**src/rtl/instr_fetch.sv**
```systemverilog
// rtl/instr_fetch.sv - Instruction fetch stage: PC, local jumps, redirects, halt on out-of-range PC.
module instr_fetch #(
    parameter int IMEM_DEPTH = 4,
    parameter int RESET_PC   = 0
) (
    input  logic       clk,
    input  logic       rst_n,
    output logic [7:0] Read_Address,
    input  logic [7:0] Instruction,
    output logic       Out_Valid,
    input  logic       Out_Ready,
    output logic [7:0] Out_Instruction,
    output logic [7:0] Out_PC,
    input  logic       Redirect,
    input  logic [7:0] Redirect_Addr,
    output logic       Halted
);

    typedef enum logic {RUN, HALT} state_t;

    localparam logic [8:0] DEPTH   = 9'(IMEM_DEPTH);
    localparam logic [7:0] PC_INIT = 8'(RESET_PC);

    state_t     state_q;
    logic [7:0] pc_q;
    logic [7:0] out_instr_q;
    logic [7:0] out_pc_q;
    logic       out_valid_q;
    logic       halted_q;

    logic       load;
    logic       in_range;
    logic       is_jump;
    logic [7:0] pc_d;

    // The output register may be refilled when empty or when decode drains it this cycle.
    assign load     = !out_valid_q || Out_Ready;
    assign in_range = {1'b0, pc_q} < DEPTH;
    assign is_jump  = (Instruction[7:6] == 2'b11);
    assign pc_d     = is_jump ? {2'b00, Instruction[5:0]} : pc_q + 8'd1;

    always_ff @(posedge clk or negedge rst_n) begin
        if (!rst_n) begin
            state_q     <= RUN;
            pc_q        <= PC_INIT;
            out_instr_q <= 8'h00;
            out_pc_q    <= 8'h00;
            out_valid_q <= 1'b0;
            halted_q    <= 1'b0;
        end else if (Redirect) begin
            // Flush wins even over a same-cycle transfer; costs one bubble.
            state_q     <= RUN;
            pc_q        <= Redirect_Addr;
            out_valid_q <= 1'b0;
            halted_q    <= 1'b0;
        end else if (state_q == RUN && load) begin
            if (in_range) begin
                out_instr_q <= Instruction;
                out_pc_q    <= pc_q;
                out_valid_q <= 1'b1;
                pc_q        <= pc_d;
            end else begin
                out_valid_q <= 1'b0;
                halted_q    <= 1'b1;
                state_q     <= HALT;
            end
        end
    end

    assign Read_Address    = pc_q;
    assign Out_Valid       = out_valid_q;
    assign Out_Instruction = out_instr_q;
    assign Out_PC          = out_pc_q;
    assign Halted          = halted_q;

endmodule

```
**config.mk**
```make
export PLATFORM = sky130hd
export DESIGN_NAME = instr_fetch
export DESIGN_NICKNAME = d
export VERILOG_FILES = /design/src/rtl/instr_fetch.sv
export SDC_FILE = /design/constraint.sdc
export NUM_CORES = 1
export LEC_CHECK = 0
export CAP_MARGIN = 25
export CORE_ASPECT_RATIO = 1.1
export CORE_MARGIN = 2
export CORE_UTILIZATION = 45
export CTS_BUF_LIST = sky130_fd_sc_hd__clkbuf_8 sky130_fd_sc_hd__clkbuf_16
export DETAILED_ROUTE_END_ITERATION = 16
export PLACE_DENSITY_LB_ADDON = 0.2
export SETUP_SLACK_MARGIN = 0.2
export SYNTH_ARGS = -nofsm -noshare
export SYNTH_HDL_FRONTEND = slang
export SYNTH_SLANG_ARGS = --single-unit
```
**constraint.sdc**
```tcl
create_clock -name clk -period 4.9 [get_ports clk]
set_clock_uncertainty 0.1 [all_clocks]
set_input_delay 0.49 -clock clk [delete_from_list [all_inputs] [get_ports clk]]
set_output_delay 0.49 -clock clk [all_outputs]
set_load 0.1 [all_outputs]
```
# --- Word level (Yosys, flattened, before mapping) ---
# Index checks and enable logic that the tools add are counted.
word_totals:
  register_bits: 26
  output_inout_bits: 26
  elab_cells: 29
op_classes:
  addsub: 1
  n_lt_le_gt_ge: 1
  eq_ne: 2
  muxes: 10
  n_bitwise: 2
  n_reduce_logical: 8
ops:
  columns: ["cell", "n"]
  rows:
  - ["$mux W8", 4]
  - ["$add A8 B1 Y8 const B", 1]
  - ["$lt A8 B3 Y1 const B", 1]
  - ["$mux W1", 6]
  - ["$reduce_and A2 Y1", 2]
  - ["$reduce_bool A2 Y1", 2]
  - ["$reduce_and A3 Y1", 1]
  - ["$eq A2 B2 Y1 const B", 1]
  - ["$ne A2 B2 Y1 const B", 1]
  - ["$not A1 Y1", 2]
  - ["$logic_and A1 B1 Y1", 1]
  - ["$logic_not A1 Y1", 1]
  - ["$logic_or A1 B1 Y1", 1]

# --- Longest topological paths before layout ---
# Gate-level depths: netlist of run 1.
depth:
  ltp_word: 5
  mapped_depth: 5
  depth_no_buf: 4

# --- Worst setup path after synthesis of run 1 ---
# OpenSTA, ideal clock, no wires.
synth_timing:
  kind: "register -> register"
  startpoint: "reg pc_q[5] (netlist: Read_Address[5])"
  endpoint: "reg out_instr_q[1] (netlist: Out_Instruction[1])"
  arrival_ns: 2.240
  setup_slack_ns: 2.434
  path_stages_with_launch: 6
  n_path_buf: 1
  period_less_slack_ns: 2.466
  cell_sequence: "dfrtp_1 -> or4_4 -> nand3b_4 -> nor2_8 -> buf_8 -> mux2_2"
synth_between:
  elab_chain_cells: 2
synth_rtl:
  columns: ["item", "line_no", "rtl"]
  rows:
  - ["from (decl)", "25", "logic [7:0] pc_q;"]
  - ["from (signal assigned)", "53", "pc_q <= Redirect_Addr;"]
  - ["from (signal assigned)", "61", "pc_q <= pc_d;"]
  - ["$lt A8 B3 Y1", "38", "assign in_range = {1'b0, pc_q} < DEPTH;"]
  - ["$reduce_and A3 Y1 (no line)", null, null]
  - ["to (signal assigned)", "58", "out_instr_q <= Instruction;"]
  - ["to (decl)", "26", "logic [7:0] out_instr_q;"]
# Every way passes these cells.
# A chain may end at the register's enable or synchronous reset.

# --- Worst setup path in the final report of run 1 ---
layout_timing:
  startpoint: "reg pc_q[0] (netlist: Read_Address[0])"
  endpoint: "out Read_Address[0]"
layout_rtl:
  columns: ["item", "line_no", "rtl"]
  rows:
  - ["to (decl)", "8", "output logic [7:0] Read_Address,"]
# No word-level cell between the ends.

==> results of run 1 <==
## cell usage after synthesis
cell type  count  area (sq um)
a21oi_1        5          25.0
a31o_2         1          8.76
and2_1         1          6.26
and2b_2        6          52.6
buf_6          1          11.3
buf_8          1          15.0
clkbuf_1       2          7.51
dfrtp_1       26           651
ha_1           1          12.5
inv_1          1          3.75
mux2_2        14           158
mux2i_1        2          20.0
nand2_1        7          26.3
nand2b_1       4          25.0
nand3_1        1          5.00
nand3b_4       1          20.0
nand4_1        2          12.5
nor2_1         1          3.75
nor2_8         1          20.0
nor3_1         1          5.00
o21ai_0        4          20.0
o31a_1         3          26.3
or2b_2         1          8.76
or3_2          1          7.51
or4_4          1          11.3
## layout make-up
class / count / share of cell area
repair buffers: 46 / 0.283
inverters: 1 / 0.00223
clock buffers: 3 / 0.0245
multi-input cells: 58 / 0.281
well taps: 31 / 0.0230
flip-flops and latches: 26 / 0.386
## worst reg2reg max path, stage by stage (launching register included)
cell      delay [ns]
dfrtp_1         0.41
or4_4           0.55
nand3b_4        0.24
nor2_8          0.27
mux2_2          0.38
## layer usage
metal,share of wire,GRT usage
met1,0.42,0.209
met2,0.51,0.293
met3,0.057,0.0262
met4,0.013,0.0549
met5,0,0
## worst max path at each step
stage / startpoint / end / slack [ns] / cells past startpoint
2_1_floorplan: Read_Address[5] / Out_Instruction[1] / 2.43 / 5
3_3_place_gp: Redirect / Out_Instruction[5] / 2.67 / 3
3_5_place_dp: Redirect / Out_Instruction[6] / 2.63 / 3
4_1_cts: Read_Address[2] / Read_Address[2] / 2.43 / 1
5_1_grt: Read_Address[2] / Read_Address[2] / 2.38 / 1
6_report: Read_Address[0] / Read_Address[0] / 2.43 / 1
## cells by family (layout without fill, tap and decap cells)
group,Yosys count,after routing,synth area share
AO/OA/AOI/OAI,13,13,0.0689
adder cells (fa/ha/maj),1,1,0.0108
buffers and inverters,5,50,0.0323
flip-flops,26,26,0.560
multiplexers,16,16,0.153
AND/OR/NAND/NOR,28,28,0.175
## metrics by stage
| step | setup slack [ns] | area, sq um |
|---|---|---|
| floorplan | 2.43 | 1160 |
| finish | 2.43 | 1690 |
| detailed placement | 2.63 | 1650 |
| global route | 2.38 | 1690 |
| global placement | 2.67 | 1620 |
| CTS | 2.43 | 1690 |
## registers in the layout, indices dropped and copies added, names as in the netlist
register	cells
state_q	1
Out_Instruction	8
Out_PC	8
Read_Address	8
Out_Valid	1
## power by group through the flow
stage               logic [mW]  clock network, mW  registers, mW
floorplan               0.0253                  0          0.349
global route             0.194              0.131          0.242
detailed placement       0.189                  0          0.244
finish                   0.188              0.117          0.240
global placement         0.184                  0          0.244
CTS                      0.189              0.122          0.240
==> results by group, run 1 <==
Detailed routing
  • Vias per inst: 5.04
  • First DRT Iteration DRCs: 9
  • Detail Route Antenna Nets: 0
  • Final wirelength: 2290 um
  • Total number of vias: 832
  • Detailed Routing Iterations Pass 1: 4
  • Drc violations: 0
  • WL/cell: 13.9 um

Floorplan
  • Rows: 19
  • Area of the core: 0.00247 sq mm
  • Die X: 52.5 um
  • Initial Utilization: 0.470
  • Die ar.: 0.00301 sq mm
  • Io pins: 46
  • Die Y: 57.3 um

Yosys
  • Yosys warnings: 0
  • Post-Synthesis Cell Area: 0.00116 sq mm
  • Syn nets: 110
  • Mean post-synth cell area: 13.1 sq um
  • Synth Register Bits: 26
  • Gate Count Post-Synth: 89
  • Sequential area share after synthesis: 0.560
  • Yosys cell types: 25

Global route
  • GRT Total Usage: 0.168
  • First-pass GRT wire length: 3730 um
  • Largest net degree at the start of global routing: 21
  • Initial antenna violation count: 0
  • Number of global-route vias before repair: 821
  • Gr ovfl total: 0

Clock network
  • CTS tree: built
  • H-tree levels: 1
  • CTS Buffer Depth: 2
  • Resized Gates After CTS: 0
  • Sinks on Clock Net: 26
  • Clock-pin slew on the worst setup and hold paths: 0.08 ns
  • Num CTS Buffers: 3
  • Post-CTS Setup Inserts: 0
  • Worst skew pair latency: 0.27 ns
  • # hold bufs at CTS: 0
  • Root buffer cell: clkbuf_8

Critical path
  • Crit path required time: 4.31 ns
  • Worst flop-to-flop path endpoint: Out_Instruction[6]
  • Crit path buffers/inverters: 1
  • FF-to-FF setup slack: 2.83 ns
  • Delay-heaviest family, CP: buffers and inverters
  • Setup CP Type: reg -> out
  • Crit path cell chain: clkdlybuf4s50_1
  • Setup crit end kind: primary output
  • Largest stage delay, worst path: 1.17 ns
  • CP Max Fanout: 6
  • Reg2Reg Depth: 4
  • Slowest CP cell: clkdlybuf4s50_1
  • Startpoint Class: flip-flop
  • Crit path DAT: 1.88 ns
  • Reg-to-Reg Start: Read_Address[5]

Timing
  • Slew Limit Fails: 0
  • Final hold vios: 0
  • Fin crit share: 0.505
  • Tightest Pin Transition: 0.980 ns
  • RSZ-0062 raised after global routing: no
  • Max Freq: 404 MHz
  • Slew margin rel.: 0.345
  • Setup violators final: 0
  • WHS: 0.406 ns
  • Setup_tns: 0 ns
  • Period minus WS final: 2.47 ns

Pwr
  • Switching Power: 0.206 mW
  • Power per cell area: 323 mW/mm^2
  • Tot Pwr: 0.545 mW
  • Clock power frac: 0.215
  • Power Internal: 0.339 mW
  • Sw Share: 0.379
  • Peak supply drop: 0.279 mV
  • Reg power frac: 0.441
  • Leak Pwr: 0.756 nW
  • Logic pwr share: 0.345

Layout
  • Final net count: 157
  • P&R area growth vs syn: 45.1%
  • Area of the multi-input gates: 474 sq um
  • Final core occ: 0.682
  • Layout Cells excl Fill: 165
  • Register Area: 651 sq um
  • Share of post-route cells with drive strength above 1: 0.224
  • FILL cells: 192
  • Ant diodes: 0
  • Most common cell after layout, fill and taps aside: clkdlybuf4s50_1
  • Most frequent cells in the layout: clkdlybuf4s50_1, dfrtp_1, mux2_2

Run status
  • Status: completed

Placement
  • Final HPWL DP: 1770 um
  • Dpl cells: 162
  • Routability cong.: 0.714
  • I/O Buffers: 45

Worst hold path
  • Hold EP: Out_PC[2]
  • WHS Path Cells: 1
  • HP Start: Out_PC[2]
  • Worst hold-check path type: reg -> reg

Flow run
  • Max-Cap Viols: 0
Note: power is estimated with default switching activity, not from simulation.
==> inputs of run 2 (changes only) <==
--- a/config.mk
+++ b/config.mk
@@ -8,7 +8,7 @@
 export CAP_MARGIN = 25
 export CORE_ASPECT_RATIO = 1.1
 export CORE_MARGIN = 2
-export CORE_UTILIZATION = 45
+export CORE_UTILIZATION = 42
 export CTS_BUF_LIST = sky130_fd_sc_hd__clkbuf_8 sky130_fd_sc_hd__clkbuf_16
 export DETAILED_ROUTE_END_ITERATION = 16
 export PLACE_DENSITY_LB_ADDON = 0.2
==> constraint.sdc (replaced) <==
create_clock -name clk -period 2.3 [get_ports clk]
set_clock_uncertainty 0.1 [all_clocks]
set_input_delay 0.23 -clock clk [delete_from_list [all_inputs] [get_ports clk]]
set_output_delay 0.23 -clock clk [all_outputs]
set_load 0.1 [all_outputs]
==> run 2 against run 1 <==
Register-to-register slack got worse by 2.6 ns. Count of clock-buffer cells in the layout rose by 1. Total power rose by 120%. Flip-flop and latch count unchanged. Largest power group unchanged. Critical path depth grew 3. Design area grew 1.4%. Sequential share of layout area barely moved. Combinational power up 110%. Critical path type is now reg -> reg.
==> results by group, run 2 (synthesis gave the netlist of run 1 again) <==
Layout
  • Layout Cells excl Fill: 177 (+7.3%)
  • Final net count: 166 (+5.7%)
  • Ant diodes: 0 (unchanged)
  • P&R area growth vs syn: 47.1%
  • Most common cell after layout, fill and taps aside: buf_4
  • Share of post-route cells with drive strength above 1: 0.500 (+0.276)
  • Most frequent cells in the layout: buf_4, dfrtp_1, clkdlybuf4s50_1

Floorplan
  • Die ar.: 0.00320 sq mm (+6.6%)
  • Die Y: 59.2 um (+3.3%)
  • Die X: 54.2 um (+3.2%)
  • Initial Utilization: 0.430 (-0.0400)
  • Area of the core: 0.00270 sq mm (+9.3%)
  • Rows: 20 (+1)
  • Io pins: 46 (unchanged)

Placement
  • Routability cong.: 0.799 (+12%)
  • I/O Buffers: 45 (unchanged)
  • Dpl cells: 165 (+1.9%)
  • Final HPWL DP: 1780 um (+0.53%)

Critical path
  • Crit path cell chain: or4_4, nand3b_4, nor2_8, mux2_2
  • Reg-to-Reg Start: Read_Address[5]
  • Setup crit end kind: flip-flop
  • Startpoint Class: flip-flop
  • Delay-heaviest family, CP: simple AND/OR/NAND/NOR gates
  • Largest stage delay, worst path: 0.55 ns (-0.62 ns)
  • CP Launch Point: Read_Address[5]
  • Crit path DAT: 2.13 ns (+0.25 ns)
  • FF-to-FF setup slack: 0.22 ns (-2.61 ns)
  • Crit path required time: 2.35 ns (-1.96 ns)
  • CP Max Fanout: 8 (+2)
  • Slowest CP cell: or4_4
  • Setup CP Type: reg -> reg
  • Reg2Reg Depth: 4 (unchanged)
  • Crit path buffers/inverters: 0 (-1)
  • Worst flop-to-flop path endpoint: Out_Instruction[2]

Global route
  • First-pass GRT wire length: 4050 um (+8.7%)
  • Initial antenna violation count: 0 (unchanged)
  • Number of global-route vias before repair: 882 (+7.4%)
  • Gr ovfl total: 0 (unchanged)
  • GRT Total Usage: 0.174 (+0.00587)
  • Largest net degree at the start of global routing: 27 (+29%)

Detailed routing
  • Total number of vias: 866 (+4.1%)
  • Vias per inst: 4.89 (-3.0%)
  • Final wirelength: 2520 um (+10%)
  • Detailed Routing Iterations Pass 1: 4 (unchanged)
  • First DRT Iteration DRCs: 6 (-3)
  • WL/cell: 14.2 um (+2.7%)
  • Detail Route Antenna Nets: 0 (unchanged)
  • Drc violations: 0 (unchanged)

Pwr
  • Peak supply drop: 0.440 mV (+58%)
  • Leak Pwr: 0.836 nW (+11%)
  • Power per cell area: 695 mW/mm^2 (+120%)

Timing
  • WHS: 0.229 ns (-0.177 ns)
  • Period minus WS final: 2.08 ns
  • Setup_tns: 0 ns (unchanged)
  • RSZ-0062 raised after global routing: yes
  • Fin crit share: 0.903
  • Max Freq: 482 MHz
  • Final hold vios: 0 (unchanged)
  • Tightest Pin Transition: 0.379 ns (-0.601 ns)
  • Slew margin rel.: 0.747 (+0.402)
  • Setup violators final: 0 (unchanged)
  • Slew Limit Fails: 0 (unchanged)

Worst hold path
  • Worst hold-check path type: in -> async

Clock network
  • Num CTS Buffers: 3 (unchanged)
  • Root buffer cell: clkbuf_8
  • H-tree levels: 1 (unchanged)
  • Worst skew pair latency: 0.26 ns (about the same)
  • CTS Buffer Depth: 2 (unchanged)
  • Clock-pin slew on the worst setup and hold paths: 0.08 ns (about the same)
  • Sinks on Clock Net: 26 (unchanged)
  • # hold bufs at CTS: 0 (unchanged)
  • CTS tree: built

Run status
  • Status: completed

Flow run
  • Max-Cap Viols: 0 (unchanged)
## run 2: cell types whose count changed in the layout (fill, tap and decap cells not counted), moves of 4 or more
cell,change
buf_4,+34
dfrtp_2,+4
clkdlybuf4s50_1,-26
dfrtp_1,-5
## run 2: power by group
part	internal [mW]	switching, mW	total (mW)
combinational	0.105	0.283	0.388
sequential	0.490	0.0268	0.517
clock	0.153	0.132	0.285
total	0.747	0.442	1.19
## run 2: worst max path at each step
stage,endpoint,slack [ns],depth (start not counted)
after floorplan,Out_Instruction[1],0.06,5
after global placement,Out_Instruction[4],0.23,4
after detailed placement,Out_PC[1],0.19,4
after CTS,Out_Instruction[4],0.21,4
after global routing,Out_Instruction[4],0.17,4
final,Out_Instruction[2],0.22,4
## run 2: metrics by stage
step | utilization | power (mW) | setup WS (ns) | area, sq um
6_report | 0.633 | 1.19 | 0.223 | 1710
5_1_grt | 0.633 | 1.23 | 0.170 | 1710
4_1_cts | 0.616 | 1.20 | 0.211 | 1670
3_5_place_dp | 0.586 | 0.913 | 0.194 | 1580
3_3_place_gp | 0.586 | 0.910 | 0.233 | 1580
2_1_floorplan | - | 0.801 | 0.0560 | 1180
## run 2: final cells by class
class,instances,area (sq um)
multi-input cells,59,494
repair buffers,54,457
fillers,226,992
inverters,1,3.75
clock buffers,4,55.1
well taps,33,41.3
flip-flops and latches,26,659
## run 2: repair_timing
action / CTS / global route
pin swaps: 0 / 1
setup endpoints to repair: 10 / 14
setup buffers: 2 / 5
gates cloned: 1 / 0
resized for setup: 0 / 2
## run 2: worst register-to-register path, delay by kind of cell (launching register included)
kind	cells	cell delay (ns)
flip-flops	1	0.48
multiplexers	1	0.37
AND/OR/NAND/NOR	3	1.02
## run 2: routing by layer
layer | routed length, um | GRT usage | up-vias
met4 | 23 | 0.0750 | 0
met1 | 1030 | 0.217 | 422
li1 | - | - | 420
met5 | 0 | 0 | -
met2 | 1350 | 0.287 | 22
met3 | 120 | 0.0328 | 2
==> inputs of run 3 (changes only) <==
--- a/config.mk
+++ b/config.mk
@@ -7,7 +7,7 @@
 export LEC_CHECK = 0
 export CAP_MARGIN = 25
 export CORE_ASPECT_RATIO = 1.1
-export CORE_MARGIN = 2
+export CORE_MARGIN = 4
 export CORE_UTILIZATION = 42
 export CTS_BUF_LIST = sky130_fd_sc_hd__clkbuf_8 sky130_fd_sc_hd__clkbuf_16
 export DETAILED_ROUTE_END_ITERATION = 16
==> run 3 against run 2 <==
Routed wire length is 3.7% higher. Die area rose by 15%. Utilization rose by 1.6 points. Via count up 0.92%. Hold slack got worse by 0.015 ns. Highest routed layer unchanged. Critical path depth stayed put. Flip-flop and latch count is the same. Sequential power barely moved. Cell count decreased by 4.0%. Non-clock buffer count is 5 lower.
==> results by group, run 3 (synthesis gave the netlist of run 1 again) <==
Run status
  • Status: completed

Timing
  • Final hold vios: 0 (unchanged)
  • Fin crit share: 0.892 (-0.0113)
  • Setup violators final: 0 (unchanged)
  • Tightest Pin Transition: 0.611 ns (+0.233 ns)
  • Slew margin rel.: 0.591 (-0.156)
  • Period minus WS final: 2.05 ns (-0.0259 ns)
  • Setup_tns: 0 ns (unchanged)
  • WHS: 0.214 ns (-0.0151 ns)
  • Slew Limit Fails: 0 (unchanged)
  • Max Freq: 488 MHz (+1.3%)
  • RSZ-0062 raised after global routing: yes

Layout
  • P&R area growth vs syn: 43.4%
  • Ant diodes: 0 (unchanged)
  • Most common cell after layout, fill and taps aside: buf_4
  • Cell area after layout: 0.00167 sq mm (-2.6%)
  • Most frequent cells in the layout: buf_4, dfrtp_1, clkdlybuf4s50_1
  • Final net count: 161 (-3.0%)
  • Share of post-route cells with drive strength above 1: 0.482 (-0.0180)

Critical path
  • Crit path buffers/inverters: 0 (unchanged)
  • Crit path DAT: 2.12 ns (about the same)
  • CP Max Fanout: 8 (unchanged)
  • Reg2Reg Depth: 4 (unchanged)
  • Reg-to-Reg Start: Read_Address[5]
  • Crit path depth: 4 (unchanged)
  • FF-to-FF setup slack: 0.25 ns (+0.03 ns)
  • Largest stage delay, worst path: 0.55 ns (about the same)
  • Crit path cell chain: or4_4, nand3b_4, nor2_4, mux2_2
  • Crit path required time: 2.36 ns (about the same)
  • Setup CP Type: reg -> reg
  • Delay-heaviest family, CP: simple AND/OR/NAND/NOR gates
  • Startpoint Class: flip-flop
  • Setup crit end kind: flip-flop
  • Crit path to: Out_PC[0]
  • Worst flop-to-flop path endpoint: Out_PC[0]
  • Slowest CP cell: or4_4
  • CP Launch Point: Read_Address[5]

Clock network
  • Worst skew pair latency: 0.27 ns (about the same)
  • Root buffer cell: clkbuf_8
  • CTS Buffer Depth: 2 (unchanged)
  • H-tree levels: 1 (unchanged)
  • # hold bufs at CTS: 0 (unchanged)
  • CTS tree: built
  • Clock-pin slew on the worst setup and hold paths: 0.08 ns (about the same)
  • Sinks on Clock Net: 26 (unchanged)
  • Num CTS Buffers: 3 (unchanged)

Floorplan
  • Io pins: 46 (unchanged)
  • Initial Utilization: 0.453 (+0.0226)
  • Die Y: 63.2 um (+6.8%)
  • Die X: 58.2 um (+7.4%)
  • Die ar.: 0.00367 sq mm (+15%)
  • Rows: 19 (-5.0%)
  • Area of the core: 0.00257 sq mm (-5.0%)

Worst hold path
  • Worst hold-check path type: in -> async

Pwr
  • Leak Pwr: 0.811 nW (-2.9%)
  • Peak supply drop: 0.622 mV (+41%)
  • Power per cell area: 718 mW/mm^2 (+3.3%)

Global route
  • GRT Total Usage: 0.156 (-0.0173)
  • Largest net degree at the start of global routing: 27 (unchanged)
  • Number of global-route vias before repair: 945 (+7.1%)
  • Gr ovfl total: 0 (unchanged)
  • Initial antenna violation count: 0 (unchanged)
  • First-pass GRT wire length: 4360 um (+7.7%)

Placement
  • Final HPWL DP: 1990 um (+12%)
  • Routability cong.: 0.709 (-11%)
  • Area post-placement: 0.00158 sq mm (-0.16%)
  • I/O Buffers: 45 (unchanged)

Detailed routing
  • Drc violations: 0 (unchanged)
  • Total number of vias: 874 (+0.92%)
  • First DRT Iteration DRCs: 20 (+14)
  • Final wirelength: 2610 um (+3.7%)
  • Detail Route Antenna Nets: 0 (unchanged)
  • WL/cell: 15.4 um (+8.0%)
  • Detailed Routing Iterations Pass 1: 4 (unchanged)
  • Vias per inst: 5.14 (+5.1%)

Flow run
  • Max-Cap Viols: 0 (unchanged)
==> run 3: worst min path at each step <==
stage / depth (start not counted) / endpoint
final: 2 / Out_Valid
after global routing: 2 / state_q
after CTS: 2 / state_q
after detailed placement: 1 / Out_PC[2]
after global placement: 1 / Out_PC[3]
after floorplan: 0 / Out_Instruction[0]
==> run 3: final cells by class <==
type	instances	area, sq um
flip-flops and latches	26	659
repair buffers	49	415
inverters	1	3.75
well taps	31	38.8
fillers	212	901
multi-input cells	59	494
clock buffers	4	55.1
==> run 3: what timing repair did <==
item	in CTS	in global routing
setup buffers	2	0
endpoints found under the setup margin	10	4
hold endpoints to repair	0	0
gates cloned	1	0
resized for setup	0	1
pin swaps	1	1
==> run 3: per-layer routing <==
metal / part of all wire / GRT usage
met4: 0.019 / 0.0696
met3: 0.080 / 0.0367
met2: 0.48 / 0.257
met5: 0 / 0
met1: 0.42 / 0.191
==> run 3: stage by stage <==
stage	util	setup slack, ns	power, mW	cells
2_1_floorplan	-	0.0560	0.801	89
3_3_place_gp	0.616	0.234	0.910	163
5_1_grt	0.649	0.193	1.24	170
3_5_place_dp	0.616	0.193	0.915	163
6_report	0.649	0.249	1.20	170
4_1_cts	0.648	0.224	1.21	170
==> run 3: worst register-to-register path, cell delays in order (launching register included) <==
cell	delay, ns
dfrtp_4	0.49
or4_4	0.55
nand3b_4	0.23
nor2_4	0.22
mux2_2	0.36
==> run 3: where the power goes <==
| group | leakage (nW) | internal, mW | switching [mW] | total [mW] |
|---|---|---|---|---|
| logic | 0.448 | 0.104 | 0.284 | 0.388 |
| clock network | 0.0288 | 0.153 | 0.138 | 0.291 |
| registers | 0.335 | 0.490 | 0.0283 | 0.518 |
